<file path="src/rtl/twin_reg_pkg.sv">
// Shared types and constants for twin-register blocks.
package twin_reg_pkg;

    localparam int unsigned DEF_DW = 8;

    typedef enum logic [1:0] {
        IDLE  = 2'd0,
        OWN_A = 2'd1,
        OWN_B = 2'd2
    } state_t;

    localparam logic REQ_A   = 1'b0;
    localparam logic REQ_B   = 1'b1;
    localparam logic SLOT_Q1 = 1'b0;
    localparam logic SLOT_Q2 = 1'b1;

endpackage

</file>
<file path="src/rtl/twin_reg_arb_rr.sv">
// rr_arb2: two-way round-robin pointer and grant generation.
// Grants are combinational from state/ptr/valids; ptr moves to the loser on advance.
module rr_arb2
    import twin_reg_pkg::*;
(
    input  logic   clk,
    input  logic   rst,
    input  logic   a_valid,
    input  logic   b_valid,
    input  state_t state,
    input  logic   advance,
    output logic   grant_a,
    output logic   grant_b,
    output logic   ptr
);

    // Owner side is granted unconditionally; in IDLE the pointer breaks ties.
    always_comb begin
        grant_a = 1'b0;
        grant_b = 1'b0;
        case (state)
            OWN_A: grant_a = 1'b1;
            OWN_B: grant_b = 1'b1;
            default: begin
                if (a_valid && b_valid) begin
                    grant_a = (ptr == REQ_A);
                    grant_b = (ptr == REQ_B);
                end else begin
                    grant_a = a_valid;
                    grant_b = b_valid;
                end
            end
        endcase
    end

    // Priority passes to the requester that was not just served.
    always_ff @(posedge clk or posedge rst) begin
        if (rst) begin
            ptr <= REQ_A;
        end else if (advance) begin
            ptr <= grant_b ? REQ_A : REQ_B;
        end
    end

endmodule

</file>
<file path="src/rtl/twin_reg_arb.sv">
// twin_reg_arb: round-robin arbiter owning a twin register pair q1/q2, with locked bursts.
// Optional feature macro: TWIN_REG_ARB_PARITY_EN (registered even parity on q1_par/q2_par).
module twin_reg_arb
    import twin_reg_pkg::*;
#(
    parameter int unsigned DW        = DEF_DW,
    parameter int unsigned BURST_MAX = 4
) (
    input  logic          clk,
    input  logic          rst,
    input  logic          a_valid,
    input  logic          a_slot,
    input  logic [DW-1:0] a_data,
    input  logic          a_lock,
    output logic          a_ready,
    input  logic          b_valid,
    input  logic          b_slot,
    input  logic [DW-1:0] b_data,
    input  logic          b_lock,
    output logic          b_ready,
    output logic [DW-1:0] q1,
    output logic [DW-1:0] q2,
    output logic          q1_src,
    output logic          q2_src,
    output logic          q1_par,
    output logic          q2_par
);

    localparam int unsigned CW = $clog2(BURST_MAX + 1);

    state_t        state;
    logic [CW-1:0] beat_cnt;
    logic          grant_a;
    logic          grant_b;
    logic          ptr;
    logic          advance;
    logic          acc;
    logic          owner_b;
    logic          w_slot;
    logic          w_lock;
    logic [DW-1:0] w_data;
    logic          enter_own;
    logic          leave_own;
    logic          cnt_last;

    rr_arb2 u_rr (
        .clk     (clk),
        .rst     (rst),
        .a_valid (a_valid),
        .b_valid (b_valid),
        .state   (state),
        .advance (advance),
        .grant_a (grant_a),
        .grant_b (grant_b),
        .ptr     (ptr)
    );

    assign a_ready = grant_a;
    assign b_ready = grant_b;

    // Beat selection and FSM transition decisions.
    always_comb begin
        owner_b   = grant_b;
        acc       = (a_valid & grant_a) | (b_valid & grant_b);
        w_slot    = owner_b ? b_slot : a_slot;
        w_data    = owner_b ? b_data : a_data;
        w_lock    = owner_b ? b_lock : a_lock;
        cnt_last  = (beat_cnt == CW'(BURST_MAX - 1));
        enter_own = 1'b0;
        leave_own = 1'b0;
        advance   = 1'b0;
        if (state == IDLE) begin
            if (acc) begin
                if (w_lock && (BURST_MAX > 1)) begin
                    enter_own = 1'b1;
                end else begin
                    advance = 1'b1;
                end
            end
        end else begin
            if (acc) begin
                leave_own = !w_lock || cnt_last;
            end else begin
                leave_own = !w_lock;
            end
            advance = leave_own;
        end
    end

    // Ownership FSM and burst beat counter.
    always_ff @(posedge clk or posedge rst) begin
        if (rst) begin
            state    <= IDLE;
            beat_cnt <= '0;
        end else if (enter_own) begin
            state    <= owner_b ? OWN_B : OWN_A;
            beat_cnt <= CW'(1);
        end else if (leave_own) begin
            state    <= IDLE;
            beat_cnt <= '0;
        end else if ((state != IDLE) && acc) begin
            beat_cnt <= beat_cnt + CW'(1);
        end
    end

    // Accepted beat lands in its slot, tagged with the writing requester.
    always_ff @(posedge clk or posedge rst) begin
        if (rst) begin
            q1     <= '0;
            q2     <= '0;
            q1_src <= REQ_A;
            q2_src <= REQ_A;
        end else if (acc) begin
            if (w_slot == SLOT_Q1) begin
                q1     <= w_data;
                q1_src <= owner_b;
            end else begin
                q2     <= w_data;
                q2_src <= owner_b;
            end
        end
    end

`ifdef TWIN_REG_ARB_PARITY_EN
    // Even parity tracks each slot, updated with the same write.
    always_ff @(posedge clk or posedge rst) begin
        if (rst) begin
            q1_par <= 1'b0;
            q2_par <= 1'b0;
        end else if (acc) begin
            if (w_slot == SLOT_Q1) begin
                q1_par <= ^w_data;
            end else begin
                q2_par <= ^w_data;
            end
        end
    end
`else
    assign q1_par = 1'b0;
    assign q2_par = 1'b0;
`endif

endmodule
</file>
<file path="config.mk">
export PLATFORM = sky130hd
export DESIGN_NAME = twin_reg_arb
export DESIGN_NICKNAME = d
export VERILOG_FILES = /design/src/rtl/twin_reg_pkg.sv /design/src/rtl/twin_reg_arb_rr.sv /design/src/rtl/twin_reg_arb.sv
export SDC_FILE = /design/constraint.sdc
export NUM_CORES = 1
export LEC_CHECK = 0
export CAP_MARGIN = 15
export CORE_UTILIZATION = 50
export CTS_CLUSTER_SIZE = 10
export DETAILED_ROUTE_END_ITERATION = 16
export PLACE_DENSITY = 0.87
export SLEW_MARGIN = 20
export SYNTH_ARGS = -nofsm -noshare
export SYNTH_HDL_FRONTEND = slang
export SYNTH_HIERARCHICAL = 1
export SYNTH_SLANG_ARGS = --single-unit
export TNS_END_PERCENT = 20
</file>
<file path="constraint.sdc">
create_clock -name clk -period 3.9 [get_ports clk]
set_input_delay 0.78 -clock clk [delete_from_list [all_inputs] [get_ports clk]]
set_output_delay 0.78 -clock clk [all_outputs]
set_load 0.01 [all_outputs]
</file>
## Word level (Yosys, flattened, before mapping)

Cells that the tools add are included.

| word-level totals | value |
|---|---|
| input port bits | 24 |
| register bits | 24 |
| output and inout bits | 22 |
| logic and storage cells | 48 |

| operators by class | value |
|---|---|
| eq/ne operators | 3 |
| multiplexer cells | 22 |
| bitwise operators | 5 |
| reduce and logical (&&, ||, !) cells | 10 |
| add/subtract/negate cells | 1 |

Operator list:

| kind | count |
|---|---|
| $mux W1 | 13 |
| $mux W3 | 3 |
| $mux W8 | 1 |
| $mux W2 | 3 |
| $pmux W1 S2 | 2 |
| $reduce_and A2 Y1 | 2 |
| $reduce_bool A2 Y1 | 2 |
| $add A3 B1 Y3 const B | 1 |
| $eq A3 B2 Y1 const B | 1 |
| $reduce_bool A3 Y1 | 1 |
| $and A1 B1 Y1 | 2 |
| $eq A2 B1 Y1 const B | 1 |
| $eq A2 B2 Y1 const B | 1 |
| $logic_and A1 B1 Y1 | 2 |
| $logic_not A2 Y1 | 1 |
| $not A1 Y1 | 2 |
| $logic_not A1 Y1 | 1 |
| $logic_or A1 B1 Y1 | 1 |
| $or A1 B1 Y1 | 1 |

## Depth between registers and ports, before layout

Gate-level depths: netlist of run 1.

| logic depth | value |
|---|---|
| depth in word-level cells | 10 |
| depth in mapped cells | 10 |
| depth with buffers taken out | 9 |

## Cells and area by module

The synthesis of run 1 kept the hierarchy.

Modules (own cells, without submodules):

| module | area each (µm²) | instances | sequential area each (µm²) | cells an instance |
|---|---|---|---|---|
| twin_reg_arb | 1356.3 | 1 | 575.6 | 143 |
| rr_arb2 | 132.6 | 1 | 25.0 | 18 |

## Worst setup path before layout of run 1

No wires, ideal clock.

| path | value |
|---|---|
| path kind | reg-to-reg |
| from | reg state[0] |
| to | reg u_rr.ptr |
| path buffers | 0 |
| library setup time | 0.120 ns |
| cell stages (with the launch flop) | 9 |
| setup slack | 1.525 ns |
| period minus slack after synthesis | 2.375 ns |
| arrival | 2.255 ns |
| path through | dfrtp_1 > inv_1 > ha_1 > o21ai_0 > mux2i_2 > o21ai_0 > o31ai_1 > nor2b_1 > a31o_1 |

| on the way | value |
|---|---|
| longest elaborated chain between the ends | 7 |
| elaborated cells on any way between the ends | 16 |
| classes of those cells | eq/ne (2); mux (8); bitwise (3); reduce/logical (3) |

RTL lines:

| item | line | source |
|---|---|---|
| start: declaration | twin_reg_arb.sv:31 | `state_t state;` |
| start signal: assignment | twin_reg_arb.sv:96 | `state <= owner_b ? OWN_B : OWN_A;` |
| $eq A2 B2 Y1 or $eq A2 B1 Y1 (tied branches) | twin_reg_arb_rr.sv:21 | `case (state)` |
| $pmux W1 S2 * | twin_reg_arb_rr.sv:21 |  |
| via b_ready | twin_reg_arb.sv:20 | `output logic b_ready,` |
| $mux W1 | twin_reg_arb.sv:67 | `w_lock = owner_b ? b_lock : a_lock;` |
| $logic_not A1 Y1 | twin_reg_arb.sv:82, twin_reg_arb.sv:84 |  |
| $logic_or A1 B1 Y1 | twin_reg_arb.sv:82 | `leave_own = !w_lock \|\| cnt_last;` |
| $mux W1 | twin_reg_arb.sv:81 | `if (acc) begin` |
| $mux W1 * | twin_reg_arb.sv:72 | `if (state == IDLE) begin` |
| via advance | twin_reg_arb.sv:36 | `logic advance;` |
| end signal: assignment | twin_reg_arb_rr.sv:41 | `ptr <= grant_b ? REQ_A : REQ_B;` |
| end: declaration | twin_reg_arb_rr.sv:14 | `output logic ptr` |

The timed path passes the listed nets; every way through them passes the cells marked *.
A chain may end at the register's enable or synchronous reset.

## Worst setup path after layout of run 1

| path | value |
|---|---|
| from | in a_valid |
| to | out a_ready |

| on the way | value |
|---|---|
| longest elaborated chain between the ends | 3 |

RTL lines:

| item | line | source |
|---|---|---|
| start: declaration | twin_reg_arb.sv:11 | `input logic a_valid,` |
| $logic_and A1 B1 Y1 | twin_reg_arb_rr.sv:25 | `if (a_valid && b_valid) begin` |
| $mux W1 * | twin_reg_arb_rr.sv:25 |  |
| $pmux W1 S2 * | twin_reg_arb_rr.sv:21 |  |
| end: declaration | twin_reg_arb.sv:15 | `output logic a_ready,` |

Mark *: on every way between the ends. The rest lies on a longest branch, timed or not.

==> flow_summary_export.csv, run 1 <==
group,metric,value,unit
status,outcome,"complete, no violations",
floorplanning,core-area,2781,um2
floorplanning,dieArea,3200,um2
pwr,cellLeakagePower,0.8694,nW
detailed_routing,firstDrtPassIters,5,
placed_design,placement.io_buffers,43,
min_path,worstHoldPathType,"reg -> reg",
floorplanning,rows,19,
sta,setup_viol,0,
detailed_routing,drc,0,
critical_path,start_kind,"input pin",
clock_tree,ctsHoldBuffers,0,
clock_tree,cts_tree,"yes",
yosys,netlist_area,1489,um2
layout,syn2layout_area_growth,30.25,%
floorplanning,ioPinCount,46,
global_route,grt_pass1_vias,1322,
global_route,grt_use_total,23.69,%
critical_path,path_common_cell,"clkdlybuf4s50_1",
critical_path,arrival,2.62,ns
sta,rsz0062_at_grt,"false",
global_route,grt_first_pass_wirelength,5823,um
placed_design,routabilityCongestion,0.8805,
detailed_routing,viasPerCell,6.320,
sta,fin_worst_skew,0.003604,ns
detailed_routing,drt_iter0_markers,45,
yosys,syn_inst,161,
placed_design,hpwl,2674,um
layout,layout-drive-gt1-share,6.091,%
layout,antenna_cells,0,
layout,stdcell_count,228,
global_route,grt_max_degree,31,
critical_path,critPathKind,"in -> out",
sta,fmax,293.8,MHz
floorplanning,die_y,56.57,um
sta,slew_viol_final,0,
clock_tree,post-cts-setup-buffers,0,
yosys,ys_seq_area_share,40.34,%
placed_design,place_inst,224,
clock_tree,clockRootBuffer,"clkbuf_4",
yosys,yosysUniqueCellTypes,32,
floorplanning,start_util,53.53,%
clock_tree,clock-sinks,24,
sta,period_minus_slack,3.403,ns
detailed_routing,wirelength,3685,um
global_route,grt-ovfl-total,0,
yosys,avgSynthCellArea,9.248,um2
critical_path,crit_chain,"clkdlybuf4s50_1 -> nand3_1 -> o21ai_0 -> clkdlybuf4s50_1",
yosys,ys_ff_latch,24,
clock_tree,clk_pin_slew_worst_paths,0.13,ns
sta,worst_pin_slew,0.8996,ns
sta,tns,0,ns
clock_tree,cts_made_buffers,3,
detailed_routing,ant_nets,0,
detailed_routing,via_count,1441,
layout,nets,227,
clock_tree,clockBufferDepth,2,
sta,finalHoldViolCount,0,
detailed_routing,avgRoutedWirePerCell,16.16,um
pwr,max-vdd-ir-drop,0.0005381,V
critical_path,critPathRequiredTime,3.12,ns
clock_tree,cts_resized,0,
flow_run,drv_cap,0,
sta,relSlewSlack,39.39,%
pwr,power_density,676.1,nW/um2
critical_path,critical_path.max_fanout,10,
global_route,antenna_found_initial,0,
sta,fin_crit_sh,87.26,%
yosys,yosys_warnings,6,
floorplanning,die_w,56.57,um
critical_path,cp_slowest_cell,"clkdlybuf4s50_1",
clock_tree,htree_levels,1,
clock_tree,clock_latency,0.32,ns
critical_path,crit_path_max_incr_delay,0.68,ns
critical_path,crit_path_end_kind,"output pin",
[area by class of cell]
type,instances,area [um2]
sequential,24,600.6
fill,218,842.1
tap,31,38.79
clock buffer,4,36.28
inverter,15,56.30
timing repair buffer,45,445.4
multi-input combinational,109,762.0
[sequential cells by signal, summed over array words and instances (netlist names)]
name      flops
q1            8
q2            8
beat_cnt      3
state         2
q1_src        1
q2_src        1
u_rr/ptr      1
[per-layer routing]
layer	vias to the layer above	part of all wire, %	global-route usage, %
met2	65	50	39.33
met3	6	6.4	6.912
met4	0	1.6	11.50
met1	703	42	27.89
met5	-	0	0
li1	667	-	-
[worst max-delay path: cells and delay by family]
kind	cells	cell delay (ns)
buffers and inverters	2	1.36
AOI/OAI and AO/OA	1	0.36
and+or+nand+nor	1	0.12
[stage by stage]
stage	setup slack (ns)	cell area, um2	utilization [%]	hold slack [ns]	power [mW]
floorplan	1.525	1493	-	0.4661	0.8703
global placement	0.6134	1903	68.42	0.4861	1.140
detailed placement	0.5336	1903	68.42	0.4939	1.179
CTS	0.5281	1939	69.73	0.5315	1.312
global route	0.3772	1939	69.73	0.5495	1.405
finish	0.4967	1939	69.73	0.5253	1.311
[worst paths after layout]
path,from,end,slack (ns),cells after the start
min in group asynchronous,rst,u_rr/ptr,0.60,2
max in group asynchronous,rst,beat_cnt[0],2.43,2
worst max register to register,state[0],u_rr/ptr,1.17,7
worst min-delay path,q2_src,q2_src,0.53,2
worst min register to register,q2_src,q2_src,0.53,2
worst max-delay path,a_valid,a_ready,0.50,4
[power breakdown]
part,total [mW],switching [mW],internal [mW],leakage [nW]
registers,0.449,0.0872,0.362,0.278
logic,0.729,0.355,0.374,0.570
clock network,0.133,0.0761,0.0572,0.0210
[cell usage in the layout, fill, tap and decap left out, types with 2 or more instances in the layout]
cell | netlist | routed
mux2i_1 | 13 | 13
clkdlybuf4s50_1 | 0 | 43
nand2b_1 | 2 | 2
ha_1 | 5 | 5
dfrtp_1 | 24 | 24
clkbuf_4 | 0 | 3
a31oi_1 | 13 | 13
nor2_1 | 8 | 8
a22o_1 | 4 | 4
a22oi_1 | 13 | 13
nand3_1 | 4 | 4
nor3_1 | 4 | 4
a221oi_1 | 4 | 4
o31ai_1 | 2 | 2
a21oi_1 | 4 | 4
buf_4 | 3 | 2
o21ai_0 | 19 | 19
inv_1 | 15 | 15
conb_1 | 1 | 2
[logic make-up after synthesis]
| kind of cell | share of synthesized area (%) |
|---|---|
| AO/OA/AOI/OAI | 27.56 |
| adder cells (fa/ha/maj) | 4.202 |
| buffers and inverters | 8.739 |
| flip-flops | 40.34 |
| multiplexers | 9.663 |
| other | 0.2519 |
| AND/OR/NAND/NOR | 9.244 |
[cell usage after synthesis (all sizes together)]
cell type | number | share of area (%)
dfrtp | 24 | 40
o21ai | 20 | 6.7
inv | 15 | 3.8
mux2i | 14 | 9.7
a22oi | 13 | 6.6
a31oi | 13 | 5.5
buf | 9 | 3.5
nor2 | 8 | 2.0
a21oi | 5 | 1.9
clkbuf | 5 | 1.4
ha | 5 | 4.2
a221oi | 4 | 2.4
a22o | 4 | 2.4
nand3 | 4 | 1.3
nor3 | 4 | 1.3
nand2b | 2 | 0.84
o31ai | 2 | 1.0
a21o | 1 | 0.59
a31o | 1 | 0.59
and4bb | 1 | 0.84
conb | 1 | 0.25
nand2 | 1 | 0.25
nand3b | 1 | 0.50
nand4 | 1 | 0.42
nor2b | 1 | 0.42
nor4 | 1 | 0.84
or2 | 1 | 0.42
Note: power is estimated with default switching activity, not from simulation.
==> inputs of run 2 (changes only) <==
Settings changed: CAP_MARGIN 15 to 20.
==> results of run 2 <==
No change in the layout: final DEF, timing and power equal those of run 1.
